`src/rtl/life_grid_seq_if.sv`:
```
// Host-side bus for the Life grid sequencer.
// Groups the load port, run control, readback port and status outputs.
//   load_en/load_addr/load_row : row write into the current grid (IDLE only)
//   start/gens                 : launch a run of gens generations
//   rd_addr/rd_row             : combinational readback of the current grid
//   busy/done/gen_count/stable : run status
// master = host side, slave = sequencer side.
interface life_grid_seq_if #(
    parameter int unsigned W     = 8,
    parameter int unsigned H     = 8,
    parameter int unsigned GEN_W = 16
);
    localparam int unsigned AW = $clog2(H);

    logic             load_en;
    logic [AW-1:0]    load_addr;
    logic [W-1:0]     load_row;
    logic             start;
    logic [GEN_W-1:0] gens;
    logic [AW-1:0]    rd_addr;
    logic [W-1:0]     rd_row;
    logic             busy;
    logic             done;
    logic [GEN_W-1:0] gen_count;
    logic             stable;

    modport master (
        output load_en, load_addr, load_row, start, gens, rd_addr,
        input  rd_row, busy, done, gen_count, stable
    );

    modport slave (
        input  load_en, load_addr, load_row, start, gens, rd_addr,
        output rd_row, busy, done, gen_count, stable
    );
endinterface

```
`src/rtl/life_grid_seq.sv`:
```
// Conway's Game of Life sequencer on a W x H toroidal grid.
// A single 8-neighbour evaluator walks the grid one cell per clock in
// row-major order (x fastest), writing a shadow grid; the shadow grid is
// committed to the visible grid at the end of every generation, so readback
// never shows a partially evaluated generation.
//
// Ports:
//   clk    : system clock, rising edge
//   rst_n  : asynchronous reset, active low (clears both grids)
//   bus    : life_grid_seq_if.slave (load, start/gens, readback, status)
//
// Optional feature macro LIFE_STABLE_HALT_EN:
//   defined   - COMMIT compares the new generation with the current one and
//               ends the run early (stable=1) when nothing changed.
//   undefined - no comparator, stable tied 0, all generations always run.
module life_grid_seq #(
    parameter int unsigned W     = 8,
    parameter int unsigned H     = 8,
    parameter int unsigned GEN_W = 16
) (
    input  logic            clk,
    input  logic            rst_n,
    life_grid_seq_if.slave  bus
);
    localparam int unsigned XW    = $clog2(W);
    localparam int unsigned YW    = $clog2(H);
    localparam int unsigned IW    = XW + YW;
    localparam int unsigned CELLS = W * H;

    typedef enum logic [1:0] {
        IDLE   = 2'd0,
        SCAN   = 2'd1,
        COMMIT = 2'd2,
        FIN    = 2'd3
    } state_t;

    state_t           state, state_nx;
    logic             busy_q, busy_nx;
    logic             done_q, done_nx;

    logic [H-1:0][W-1:0] cur;
    logic [H-1:0][W-1:0] nxt;
    logic [IW-1:0]       idx;
    logic [GEN_W-1:0]    remaining;
    logic [GEN_W-1:0]    gen_count_q;
    logic                stable_q;

    // Cell coordinates and toroidal neighbours; W and H are powers of two,
    // so plain modular wrap of the narrow indices gives the torus.
    logic [XW-1:0] x, xm, xp;
    logic [YW-1:0] y, ym, yp;
    logic [3:0]    count_c;
    logic          cell_nx_c;
    logic          last_cell_c;
    logic          grid_same_c;

    assign x  = idx[XW-1:0];
    assign y  = idx[IW-1:XW];
    assign xm = x - XW'(1);
    assign xp = x + XW'(1);
    assign ym = y - YW'(1);
    assign yp = y + YW'(1);

    // Live neighbour count, 0..8, at 4 bits so 8 is representable.
    assign count_c = 4'(cur[ym][xm]) + 4'(cur[ym][x]) + 4'(cur[ym][xp])
                   + 4'(cur[y][xm])                   + 4'(cur[y][xp])
                   + 4'(cur[yp][xm]) + 4'(cur[yp][x]) + 4'(cur[yp][xp]);

    assign cell_nx_c   = (count_c == 4'd3) | (cur[y][x] & (count_c == 4'd2));
    assign last_cell_c = (idx == IW'(CELLS - 1));

`ifdef LIFE_STABLE_HALT_EN
    // Whole-grid equality: the generation just computed changed nothing.
    assign grid_same_c = (nxt == cur);
`else
    assign grid_same_c = 1'b0;
`endif

    // State and registered status outputs.
    always_ff @(posedge clk or negedge rst_n) begin
        if (!rst_n) begin
            state  <= IDLE;
            busy_q <= 1'b0;
            done_q <= 1'b0;
        end else begin
            state  <= state_nx;
            busy_q <= busy_nx;
            done_q <= done_nx;
        end
    end

    // Next state; busy/done are the registered image of the next state.
    always_comb begin
        state_nx = state;
        busy_nx  = 1'b0;
        done_nx  = 1'b0;
        case (state)
            IDLE: begin
                if (bus.start) begin
                    state_nx = (bus.gens == GEN_W'(0)) ? FIN : SCAN;
                end
            end
            SCAN: begin
                if (last_cell_c) begin
                    state_nx = COMMIT;
                end
            end
            COMMIT: begin
                if ((remaining == GEN_W'(1)) || grid_same_c) begin
                    state_nx = FIN;
                end else begin
                    state_nx = SCAN;
                end
            end
            FIN: begin
                state_nx = IDLE;
            end
            default: begin
                state_nx = IDLE;
            end
        endcase
        busy_nx = (state_nx == SCAN) || (state_nx == COMMIT);
        done_nx = (state_nx == FIN);
    end

    // Grid storage, scan index and run counters.
    always_ff @(posedge clk or negedge rst_n) begin
        if (!rst_n) begin
            cur         <= '0;
            nxt         <= '0;
            idx         <= '0;
            remaining   <= '0;
            gen_count_q <= '0;
            stable_q    <= 1'b0;
        end else begin
            case (state)
                IDLE: begin
                    if (bus.load_en) begin
                        cur[bus.load_addr] <= bus.load_row;
                    end
                    if (bus.start) begin
                        remaining   <= bus.gens;
                        gen_count_q <= '0;
                        stable_q    <= 1'b0;
                        idx         <= '0;
                    end
                end
                SCAN: begin
                    nxt[y][x] <= cell_nx_c;
                    // Wraps to 0 after the last cell (CELLS is a power of two).
                    idx       <= idx + IW'(1);
                end
                COMMIT: begin
                    cur         <= nxt;
                    gen_count_q <= gen_count_q + GEN_W'(1);
                    remaining   <= remaining - GEN_W'(1);
                    idx         <= '0;
                    if (grid_same_c) begin
                        stable_q <= 1'b1;
                    end
                end
                default: begin
                end
            endcase
        end
    end

    assign bus.rd_row    = cur[bus.rd_addr];
    assign bus.busy      = busy_q;
    assign bus.done      = done_q;
    assign bus.gen_count = gen_count_q;
    assign bus.stable    = stable_q;

endmodule

```
`src/flat_wrapper.sv`:
```
// flat-port wrapper written by rule: the top's interface ports become plain ports
module life_grid_seq_flat 
#(
    parameter int unsigned W     = 8,
    parameter int unsigned H     = 8,
    parameter int unsigned GEN_W = 16
)
  (clk, rst_n, bus_load_en, bus_load_addr, bus_load_row, bus_start, bus_gens, bus_rd_addr, bus_rd_row, bus_busy, bus_done, bus_gen_count, bus_stable);
  life_grid_seq_if #(.W(W), .H(H), .GEN_W(GEN_W)) bus_i ();
  input  logic clk;
  input  logic rst_n;
  input wire logic [$bits(bus_i.load_en)-1:0] bus_load_en;
  input wire logic [$bits(bus_i.load_addr)-1:0] bus_load_addr;
  input wire logic [$bits(bus_i.load_row)-1:0] bus_load_row;
  input wire logic [$bits(bus_i.start)-1:0] bus_start;
  input wire logic [$bits(bus_i.gens)-1:0] bus_gens;
  input wire logic [$bits(bus_i.rd_addr)-1:0] bus_rd_addr;
  output wire logic [$bits(bus_i.rd_row)-1:0] bus_rd_row;
  output wire logic [$bits(bus_i.busy)-1:0] bus_busy;
  output wire logic [$bits(bus_i.done)-1:0] bus_done;
  output wire logic [$bits(bus_i.gen_count)-1:0] bus_gen_count;
  output wire logic [$bits(bus_i.stable)-1:0] bus_stable;
  assign bus_i.load_en = bus_load_en;
  assign bus_i.load_addr = bus_load_addr;
  assign bus_i.load_row = bus_load_row;
  assign bus_i.start = bus_start;
  assign bus_i.gens = bus_gens;
  assign bus_i.rd_addr = bus_rd_addr;
  assign bus_rd_row = bus_i.rd_row;
  assign bus_busy = bus_i.busy;
  assign bus_done = bus_i.done;
  assign bus_gen_count = bus_i.gen_count;
  assign bus_stable = bus_i.stable;
  life_grid_seq #(.W(W), .H(H), .GEN_W(GEN_W)) u_core (.clk(clk), .rst_n(rst_n), .bus(bus_i));
endmodule
```
`config.mk`:
```
export PLATFORM = sky130hd
export DESIGN_NAME = life_grid_seq_flat
export DESIGN_NICKNAME = d
export VERILOG_FILES = /design/src/rtl/life_grid_seq_if.sv /design/src/rtl/life_grid_seq.sv /design/src/flat_wrapper.sv
export SDC_FILE = /design/constraint.sdc
export NUM_CORES = 1
export LEC_CHECK = 0
export CAP_MARGIN = 10
export CORE_ASPECT_RATIO = 1.75
export CORE_UTILIZATION = 60
export CTS_CLUSTER_SIZE = 25
export DETAILED_ROUTE_END_ITERATION = 10
export MAX_ROUTING_LAYER = met4
export PLACE_DENSITY = 0.79
export SLEW_MARGIN = 20
export SYNTH_ARGS = -nofsm -noshare
export SYNTH_HDL_FRONTEND = slang
export SYNTH_SLANG_ARGS = --single-unit
```
`constraint.sdc`:
```
create_clock -name clk -period 8.2 [get_ports clk]
set_input_delay 1.64 -clock clk [delete_from_list [all_inputs] [get_ports clk]]
set_output_delay 1.64 -clock clk [all_outputs]
set_load 0.01 [all_outputs]
```
==> key figures, run 1 <==
Synth
  – Post-synth top area share: 40.08%
  – FFs w/ async S/R, synth: 100.0%
  – Top post-synthesis cells by area: dfrtp_1, a22oi_1, mux4_2
  – Yosys top cell by area: dfrtp_1
  – Synth Warn #: 0
  – Syn nets: 1160
  – Post-synth EDFFs: 0
  – Synth cell types: 59
  – Mapped Area: 10610 sq um
  – Main flop type after synthesis: dfrtp_1
  – Register bit total from synthesis: 170
  – Register area share after synthesis: 40.08%
  – Mapped Cells: 1108
  – Syn_area_per_cell: 9.578 sq um

Placed design
  – HPWL after DPL: 22530 um
  – Placed cells: 1326
  – Placer Congestion: 1.025
  – IO buf count: 59

Critical path
  – Crit-path max FO: 69
  – WP data required: 8.49 ns
  – CP Data Arrival Time: 6.85 ns
  – Startpoint types: register
  – Slowest stage delay, CP: 0.73 ns
  – Worst path cell trace: buf_4, ha_1, xor2_2, mux4_2, nand2_1, o21ai_0, mux4_2, fa_1, fa_1, inv_1, fa_1, a41oi_1, o2111ai_1, o31ai_4, buf_4, o21ai_0
  – Critical path's slowest cell: buf_4
  – Crit path kind: reg2reg
  – Most used cell along the critical path: fa_1
  – CP endpoint kind: register

GRT
  – GRT Residual Overflow: 0
  – Wire length of the first global-routing pass: 51210 um
  – Largest net degree at the start of global routing: 103
  – Gr usage total: 39.81%
  – Vias in the first global route: 9187
  – Initial antenna violation count: 0

Power
  – Max IR drop VDD: 0.8095 mV
  – Pwr dens: 379.9 nW/um^2
  – Pleak: 4.422 nW

Timing
  – Final hold vios: 0
  – Max Fclk: 0.1525 GHz
  – RSZ-0062 raised after global routing: false
  – Final slew viol count: 0
  – Final period util: 79.96%
  – Post-route setup TNS: 0 ns
  – Slew HR: 13.14%
  – Fin Clk Skew: 0.009062 ns
  – Final setup fails: 0
  – Min Tclk post-route: 6.557 ns
  – Worst slew pin tran: 1.296 ns

Routing
  – Starting DRC count in detailed routing: 1013
  – Via count: 9559
  – Via/cell ratio: 7.044
  – DR DRC count: 0
  – Final WL: 33340 um
  – DR pass1 iterations: 6
  – Post-route ant nets: 0
  – Routed len/inst: 24.57 um

Cells and area
  – Most frequent cells in the layout: nand2_1, dfrtp_1, o21ai_0, a22oi_1, clkdlybuf4s50_1
  – Most common cell after layout, fill and taps aside: nand2_1
  – Layout Nets: 1166
  – Finished Layout Cells: 1357
  – P&R area growth vs syn: 12.07%
  – Layout cells sized above 1: 11.99%
  – Final Core Density: 68.45%
  – Number of diodes: 0

Clocking
  – Clock Pin Slew Worst Setup and Hold Paths: 0.07 ns
  – H-tree Lvls: 4
  – CTS sink count: 170
  – CTS tree: done
  – Post-CTS sizing: 0
  – Clock Path Buffers: 2
  – Setup Buffers After CTS: 0
  – Clk root buf: clkbuf_16
  – Cts bufs inserted: 17
  – # hold bufs at CTS: 0
  – Worst-Skew Late Latency: 0.45 ns

Die
  – IO Count: 61
  – Core ar.: 17380 sq um
  – Horiz. Die Dim: 102.5 um
  – Die Ht: 177.9 um
  – Std-Cell Rows: 64
  – Initial Util: 61.07%
  – Die area: 18240 sq um

Min path
  – Hold crit path type: reg2reg

Flow run
  – Max-cap violation count: 0

Status
  – Outcome: finished clean
[logic make-up (layout without fill, tap and decap cells)]
family          after synthesis  count (layout)  synth area share (%)
mux                         119             119                 16.73
fa+ha+maj                    18              18                 2.405
simple gates                311             311                 12.78
xor+xnor                     16              16                 1.462
compound gates              368             368                 21.89
flops                       170             170                 40.08
buf+inv                     105             123                 4.610
other cells                   1               1               0.03534
[final timing paths]
check	start	endpoint	slack, ns	depth (start not counted)
max in group asynchronous	rst_n	u_core.idx[3]	5.33	2
min reg2reg	u_core.nxt[30]	u_core.nxt[30]	0.48	2
max	u_core.idx[3]	u_core.nxt[44]	1.64	16
min in group asynchronous	rst_n	u_core.cur[2]	1.27	1
min	u_core.nxt[30]	u_core.nxt[30]	0.48	2
max reg2reg	u_core.idx[3]	u_core.nxt[44]	1.64	16
[Yosys cell counts (all sizes together) (4+ instances only)]
cell type,count
a21oi,29
a22oi,133
and3,8
buf,34
clkbuf,55
dfrtp,170
fa,4
ha,14
inv,13
mux2,37
mux2i,39
mux4,43
nand2,178
nand2b,4
nand3,22
nand3b,4
nand4,7
nor2,46
nor2b,7
nor3,15
nor4,8
o21ai,156
o22a,12
o22ai,14
or3,5
xor2,13
[sequential cells by signal, summed over array words and instances (netlist names)]
name,cells
u_core.cur,64
u_core.nxt,64
u_core.bus.gen_count,16
u_core.remaining,16
u_core.idx,6
u_core.state,2
u_core.bus.busy,1
u_core.bus.done,1
[routing by layer]
metal  global-route usage, %  routed length (um)
met1                   44.43               11610
met2                   63.42               16740
met3                   7.877                2523
met4                   27.08                2465
met5                       -                   0
[area by class of cell]
type                    instances  area [sq um]
multi-input cells             833          5929
fillers                      1415          5483
flip-flops and latches        170          4255
repair buffers                 76         719.4
clock buffers                  19         452.9
well taps                     231         289.0
clock inverters                12         187.7
inverters                      16         60.06
[power breakdown]
group / internal (mW) / switching [mW]
logic: 0.921 / 1.36
registers: 1.05 / 0.297
clock network: 0.529 / 0.359
total: 2.50 / 2.02
[stage by stage]
stage | hold slack (ns) | power [mW] | setup slack (ns) | cell area, sq um
detailed placement | 0.4696 | 3.604 | 1.632 | 11250
finish | 0.4796 | 4.518 | 1.643 | 11890
global placement | 0.4592 | 3.520 | 1.887 | 11240
CTS | 0.4832 | 4.496 | 1.624 | 11890
global route | 0.5053 | 4.784 | 1.234 | 11890
floorplan | 0.4491 | 2.909 | 2.300 | 10610
[worst max-delay path: cells and delay by family, from the launching register on]
| family | cells | cell delay [ns] |
|---|---|---|
| multiplexers | 2 | 1.12 |
| XOR/XNOR | 1 | 0.59 |
| AND/OR/NAND/NOR | 1 | 0.08 |
| adder cells (fa/ha/maj) | 4 | 1.88 |
| flip-flops | 1 | 0.37 |
| AO/OA/AOI/OAI | 5 | 0.94 |
| buffers and inverters | 3 | 1.31 |
Note: power is estimated with default switching activity, not from simulation.
==> run 2: changes to the inputs <==
--- a/config.mk
+++ b/config.mk
@@ -7,11 +7,11 @@
 export LEC_CHECK = 0
 export CAP_MARGIN = 10
 export CORE_ASPECT_RATIO = 1.75
-export CORE_UTILIZATION = 60
+export CORE_UTILIZATION = 55
 export CTS_CLUSTER_SIZE = 25
 export DETAILED_ROUTE_END_ITERATION = 10
 export MAX_ROUTING_LAYER = met4
-export PLACE_DENSITY = 0.79
+export PLACE_DENSITY = 0.76
 export SLEW_MARGIN = 20
 export SYNTH_ARGS = -nofsm -noshare
 export SYNTH_HDL_FRONTEND = slang
==> constraint.sdc (replaced) <==
create_clock -name clk -period 6 [get_ports clk]
set_input_delay 1.2 -clock clk [delete_from_list [all_inputs] [get_ports clk]]
set_output_delay 1.2 -clock clk [all_outputs]
set_load 0.01 [all_outputs]
==> key figures, run 2 (synthesis gave the netlist of run 1 again) <==
Die
  – Die Ht: 185.8 um (was 177.9 um)
  – Die area: 19880 sq um (was 18240 sq um)
  – Initial Util: 56.61% (was 61.07%)
  – Core ar.: 18750 sq um (was 17380 sq um)
  – Horiz. Die Dim: 107.0 um (was 102.5 um)
  – Std-Cell Rows: 66 (was 64)
  – IO Count: 61 (unchanged)

Routing
  – Final WL: 33540 um (was 33340 um)
  – DR pass1 iterations: 8 (was 6)
  – Via count: 9430 (was 9559)
  – DR DRC count: 0 (unchanged)
  – Routed len/inst: 24.41 um (was 24.57 um)
  – Starting DRC count in detailed routing: 815 (was 1013)
  – Post-route ant nets: 0 (unchanged)
  – Via/cell ratio: 6.863 (was 7.044)

Cells and area
  – Layout cells sized above 1: 12.85% (was 11.99%)
  – Most frequent cells in the layout: nand2_1, dfrtp_1, o21ai_0, a22oi_1, clkdlybuf4s50_1 (unchanged)
  – Layout Nets: 1175 (was 1166)
  – Number of diodes: 0 (unchanged)
  – P&R area growth vs syn: 12.53% (was 12.07%)
  – Largest registers: u_core.cur x64, u_core.nxt x64 (unchanged)
  – Fill count: 1540 (was 1415)
  – Most common cell after layout, fill and taps aside: nand2_1 (unchanged)
  – Post-Layout Inst Area: 11940 sq um (was 11890 sq um)

Clocking
  – Cts bufs inserted: 17 (unchanged)
  – Clk root buf: clkbuf_16 (unchanged)
  – CTS tree: done (unchanged)
  – H-tree Lvls: 4 (unchanged)
  – CTS sink count: 170 (unchanged)
  – Clock Pin Slew Worst Setup and Hold Paths: 0.07 ns (about the same)
  – # hold bufs at CTS: 0 (unchanged)
  – Clock Path Buffers: 2 (unchanged)
  – Worst-Skew Late Latency: 0.44 ns (was 0.45 ns)

Placed design
  – Placer Congestion: 0.9915 (was 1.025)
  – Instance area at placement: 11320 sq um (was 11250 sq um)
  – IO buf count: 59 (unchanged)
  – HPWL after DPL: 23320 um (was 22530 um)

Timing
  – Final slew viol count: 0 (unchanged)
  – Final setup fails: 0 (unchanged)
  – Worst slew pin tran: 1.219 ns (was 1.296 ns)
  – Final hold vios: 0 (unchanged)
  – Final period util: 93.97% (was 79.96%)
  – Min Tclk post-route: 5.638 ns (was 6.557 ns)
  – Max Fclk: 0.1774 GHz (was 0.1525 GHz)
  – Slew HR: 18.41% (was 13.14%)
  – Fin Clk Skew: 0.01042 ns (was 0.009062 ns)

GRT
  – Wire length of the first global-routing pass: 52860 um (was 51210 um)
  – GRT Residual Overflow: 0 (unchanged)
  – Gr usage total: 36.88% (was 39.81%)
  – Initial antenna violation count: 0 (unchanged)
  – Largest net degree at the start of global routing: 66 (was 103)
  – Vias in the first global route: 9413 (was 9187)

Critical path
  – CP endpoint kind: register (unchanged)
  – CP Data Arrival Time: 5.94 ns (was 6.85 ns)
  – Crit-path max FO: 64 (was 69)
  – WP data required: 6.30 ns (was 8.49 ns)
  – Crit path kind: reg2reg (unchanged)
  – Startpoint types: register (unchanged)

Power
  – Pwr dens: 515.2 nW/um^2 (was 379.9 nW/um^2)
  – Max IR drop VDD: 1.234 mV (was 0.8095 mV)
  – Pleak: 4.446 nW (was 4.422 nW)
  – Total power: 6.153 mW (was 4.518 mW)

Flow run
  – Max-cap violation count: 0 (unchanged)

Status
  – Outcome: finished clean (unchanged)

Min path
  – Hold crit path type: reg2reg (unchanged)
## run 2: where the power goes
| group | switching, mW | leakage, nW | internal, mW | total, mW |
|---|---|---|---|---|
| clock network | 0.500 | 0.277 | 0.591 | 1.09 |
| logic | 1.90 | 2.13 | 1.32 | 3.21 |
| registers | 0.414 | 2.04 | 1.43 | 1.85 |
## run 2: final timing paths
path / from / endpoint / slack, ns / cells after the start
max in group asynchronous: rst_n / u_core.cur[34] / 4.10 / 2
min in group asynchronous: rst_n / u_core.bus.busy / 0.74 / 1
worst max register to register: u_core.idx[3] / u_core.nxt[21] / 0.36 / 22
worst max-delay path: u_core.idx[3] / u_core.nxt[21] / 0.36 / 22
worst min-delay path: u_core.nxt[6] / u_core.nxt[6] / 0.48 / 2
worst min register to register: u_core.nxt[6] / u_core.nxt[6] / 0.48 / 2
## run 2: metrics by stage
| step | setup TNS, ns | worst slack, ns | hold WS (ns) | util (%) | instances |
|---|---|---|---|---|---|
| after floorplan | 0 | 0.09994 | 0.4491 | - | 1108 |
| after CTS | 0 | 0.1879 | 0.4843 | 63.49 | 1373 |
| final | 0 | 0.3618 | 0.4797 | 63.71 | 1374 |
| after detailed placement | 0 | 0.2014 | 0.4699 | 60.41 | 1341 |
| after global routing | -0.2760 | -0.03474 | 0.4929 | 63.71 | 1374 |
| after global placement | 0 | 0.3553 | 0.4610 | 60.41 | 1341 |
## run 2: what timing repair did
action                                  in CTS  in global routing
endpoints found under the setup margin       0                 64
gates resized for setup                      0                  7
setup buffers                                0                  0
hold endpoints to repair                     0                  0
## run 2: area by class of cell
type                       instances  area [sq um]  area share [%]
clock buffer                      18         439.2           3.677
clock inverter                    14         137.6           1.152
inverter                          16         60.06          0.5029
multi-input combinational        833          5932           49.67
sequential                       170          4255           35.63
tap                              238         297.8           2.493
timing repair buffer              85         820.8           6.873
## run 2: layer usage
layer | share of wire (%) | track usage, % | wire (um)
met2 | 50 | 59.05 | 16780
met3 | 7.3 | 7.458 | 2449
met1 | 35 | 40.88 | 11730
met5 | 0 | - | 0
met4 | 7.7 | 26.47 | 2586
## run 2: critical path, cell delays in order (launching register included)
cell       delay [ns]
dfrtp_2          0.42
clkinv_1         0.11
ha_2             0.21
xnor2_2          0.11
buf_4            0.22
mux4_2           0.55
nor2_1           0.11
a21oi_1          0.06
mux4_2           0.49
ha_1             0.29
inv_1            0.05
fa_1             0.51
fa_1             0.56
inv_1            0.06
fa_1             0.47
inv_1            0.09
fa_1             0.18
a2111oi_1        0.05
a21oi_1          0.17
nor2_2           0.07
o31ai_4          0.06
buf_6            0.40
o21ai_0          0.18
==> run 3: changes to the inputs <==
--- a/config.mk
+++ b/config.mk
@@ -5,6 +5,7 @@
 export SDC_FILE = /design/constraint.sdc
 export NUM_CORES = 1
 export LEC_CHECK = 0
+export ABC_AREA = 1
 export CAP_MARGIN = 10
 export CORE_ASPECT_RATIO = 1.75
 export CORE_UTILIZATION = 55
==> key figures, run 3 <==
Clocking
  – CTS tree: done (unchanged)
  – Clock Path Buffers: 2 (unchanged)
  – Clk root buf: clkbuf_16 (unchanged)
  – Worst-Skew Late Latency: 0.43 ns (was 0.44 ns)
  – H-tree Lvls: 4 (unchanged)
  – CTS sink count: 170 (unchanged)
  – Setup Buffers After CTS: 0 (unchanged)
  – Cts bufs inserted: 17 (unchanged)
  – # hold bufs at CTS: 0 (unchanged)
  – Post-CTS sizing: 0 (unchanged)
  – Clock Pin Slew Worst Setup and Hold Paths: 0.07 ns (about the same)

Timing
  – Final slew viol count: 0 (unchanged)
  – Final setup fails: 0 (unchanged)
  – Max Fclk: 0.1824 GHz (was 0.1774 GHz)
  – Min Tclk post-route: 5.484 ns (was 5.638 ns)
  – Final period util: 91.40% (was 93.97%)
  – Hold_ws: 0.4862 ns (was 0.4797 ns)
  – Slew HR: 43.89% (was 18.41%)
  – Worst slew pin tran: 0.8416 ns (was 1.219 ns)
  – RSZ-0062 raised after global routing: false
  – PnR worst setup slack: 0.5162 ns (was 0.3618 ns)
  – Post-route setup TNS: 0 ns (unchanged)
  – Fin Clk Skew: 0.01101 ns (was 0.01042 ns)
  – Final hold vios: 0 (unchanged)

Die
  – Core ar.: 20370 sq um (was 18750 sq um)
  – Die Ht: 193.3 um (was 185.8 um)
  – Std-Cell Rows: 69 (was 66)
  – Horiz. Die Dim: 111.3 um (was 107.0 um)
  – IO Count: 61 (unchanged)
  – Initial Util: 56.47% (was 56.61%)
  – Die area: 21530 sq um (was 19880 sq um)

Critical path
  – Slowest stage delay, CP: 0.54 ns (was 0.56 ns)
  – Reg-to-reg slack, setup: 0.52 ns (was 0.36 ns)
  – CP bufs+invs: 6 (unchanged)
  – Startpoint types: register (unchanged)
  – Crit-path max FO: 105 (was 64)
  – Critical path's slowest cell: fa_1 (unchanged)
  – Worst path cell trace: buf_12, ha_1, nor2_1, nor2_2, inv_1, o21ai_0, inv_1, o21ai_1, nand3_1, nand3_1, nand3_1, nand2_1, fa_1, fa_1, inv_1, fa_1, inv_1, fa_1, a211oi_4, buf_12, nand3_1, nand2_1 (was clkinv_1, ha_2, xnor2_2, buf_4, mux4_2, nor2_1, a21oi_1, mux4_2, ha_1, inv_1, fa_1, fa_1, inv_1, fa_1, inv_1, fa_1, a2111oi_1, a21oi_1, nor2_2, o31ai_4, buf_6, o21ai_0)
  – CP Data Arrival Time: 5.86 ns (was 5.94 ns)
  – WP data required: 6.37 ns (was 6.30 ns)
  – Crit path kind: reg2reg (unchanged)
  – CP endpoint kind: register (unchanged)
  – Cell family with most CP delay: adder cells (unchanged)

Synth
  – Synth Warn #: 0 (unchanged)
  – Syn nets: 1790 (was 1160)
  – Cell with the most instances after synthesis: nand2_1 (unchanged)
  – Mapped Area: 11510 sq um (was 10610 sq um)
  – Yosys top cell by area: dfrtp_1 (unchanged)
  – Post-synth top cells: nand2_1, o21ai_0, dfrtp_1 (was nand2_1, dfrtp_1, o21ai_0)
  – Post-synth top area share: 36.97% (was 40.08%)
  – Synth cell types: 43 (was 59)
  – Top post-synthesis cells by area: dfrtp_1, nand2_1, o21ai_0 (was dfrtp_1, a22oi_1, mux4_2)
  – Main flop type after synthesis: dfrtp_1 (unchanged)
  – Mapped Cells: 1738 (was 1108)
  – FFs w/ async S/R, synth: 100.0% (unchanged)
  – Register bit total from synthesis: 170 (unchanged)
  – Syn_area_per_cell: 6.620 sq um (was 9.578 sq um)
  – Register area share after synthesis: 36.97% (was 40.08%)
  – Post-synth EDFFs: 0 (unchanged)

Routing
  – DR pass1 iterations: 8 (unchanged)
  – Post-route ant nets: 0 (unchanged)
  – DR DRC count: 2 (was 0)
  – Via/cell ratio: 5.941 (was 6.863)
  – Via count: 11920 (was 9430)
  – Final WL: 38490 um (was 33540 um)
  – Routed len/inst: 19.19 um (was 24.41 um)
  – Starting DRC count in detailed routing: 798 (was 815)

Placed design
  – IO buf count: 59 (unchanged)
  – Pre-CTS setup slack: 0.5837 ns (was 0.2014 ns)
  – Placer Congestion: 1.072 (was 0.9915)
  – HPWL after DPL: 29030 um (was 23320 um)

Cells and area
  – Largest registers: u_core.cur x64, u_core.nxt x64 (unchanged)
  – Fill count: 1872 (was 1540)
  – P&R area growth vs syn: 11.20% (was 12.53%)
  – Layout cells sized above 1: 5.006% (was 12.85%)
  – Most frequent cells in the layout: nand2_1, o21ai_0, dfrtp_1, inv_1, nand3_1 (was nand2_1, dfrtp_1, o21ai_0, a22oi_1, clkdlybuf4s50_1)
  – Most common cell after layout, fill and taps aside: nand2_1 (unchanged)
  – Number of diodes: 0 (unchanged)
  – Layout Nets: 1797 (was 1175)

GRT
  – GRT Residual Overflow: 0 (unchanged)
  – Gr usage total: 38.09% (was 36.88%)
  – Largest net degree at the start of global routing: 106 (was 66)
  – Initial antenna violation count: 0 (unchanged)
  – Vias in the first global route: 11590 (was 9413)
  – Wire length of the first global-routing pass: 61550 um (was 52860 um)

Status
  – Failing checks: design-rule violations
  – Outcome: finished with violations (was finished clean)

Flow run
  – Max-cap violation count: 0 (unchanged)

Min path
  – Hold crit path type: reg2reg (unchanged)
[run 3: changes by cell type in the layout (fill, tap and decap cells not counted), sizes merged, moves of 16 or more]
cell | before | now
mux2i | 39 | 0
a21oi | 29 | 45
a22oi | 133 | 0
o21ai | 156 | 263
mux4 | 43 | 0
mux2 | 37 | 0
nand2 | 178 | 559
nor2 | 46 | 137
inv | 18 | 167
o211ai | 3 | 23
nand3 | 22 | 157
[run 3: path summary, 6_finish.rpt]
| kind | from | endpoint | cells past startpoint |
|---|---|---|---|
| hold / removal | u_core.nxt[1] | u_core.nxt[1] | 2 |
| setup reg to reg | u_core.idx[3] | u_core.nxt[28] | 22 |
| max in group asynchronous | rst_n | u_core.idx[3] | 2 |
| hold reg to reg | u_core.nxt[1] | u_core.nxt[1] | 2 |
| min in group asynchronous | rst_n | u_core.bus.gen_count[8] | 1 |
| setup / recovery | u_core.idx[3] | u_core.nxt[28] | 22 |
[run 3: metal layers]
layer / part of all wire (%) / track usage (%) / up-vias
met5: 0 / - / -
met4: 8.8 / 29.43 / 0
met3: 5.2 / 4.449 / 146
met2: 50 / 64.68 / 541
met1: 36 / 40.11 / 5555
li1: - / - / 5676
[run 3: cell type report]
class | count | area (sq um) | area share, %
sequential | 170 | 4255 | 33.26
clock buffer | 22 | 494.2 | 3.863
tap | 248 | 310.3 | 2.425
inverter | 169 | 639.4 | 4.997
multi-input combinational | 1305 | 6131 | 47.92
timing repair buffer | 82 | 802.0 | 6.268
clock inverter | 10 | 162.7 | 1.271
[run 3: per-stage QoR]
step | instance area [sq um] | std cells | utilization, %
after floorplan | 11510 | 1738 | -
after global placement | 12140 | 1974 | 59.57
after detailed placement | 12140 | 1974 | 59.57
after CTS | 12790 | 2006 | 62.80
after global routing | 12790 | 2006 | 62.80
final | 12790 | 2006 | 62.80
[run 3: kinds of logic after synthesis]
group	Yosys count	share of synthesized area (%)
and+or+nand+nor	907	32.84
AOI/OAI and AO/OA	373	17.58
buffers and inverters	263	9.830
DFF	170	36.97
adders and majority gates	18	2.218
xor gates and xnor gates	6	0.5220
other	1	0.03259
[run 3: tightest hold or removal path, cell delays in order, from the launching register on]
cell and delay (ns):
dfrtp_1 0.35, nand2_1 0.06, nand2_1 0.05
Power of run 3 is left out: the tool's default activity adds up to more than one toggle a clock period on the data nets, which glitch-free logic cannot reach.
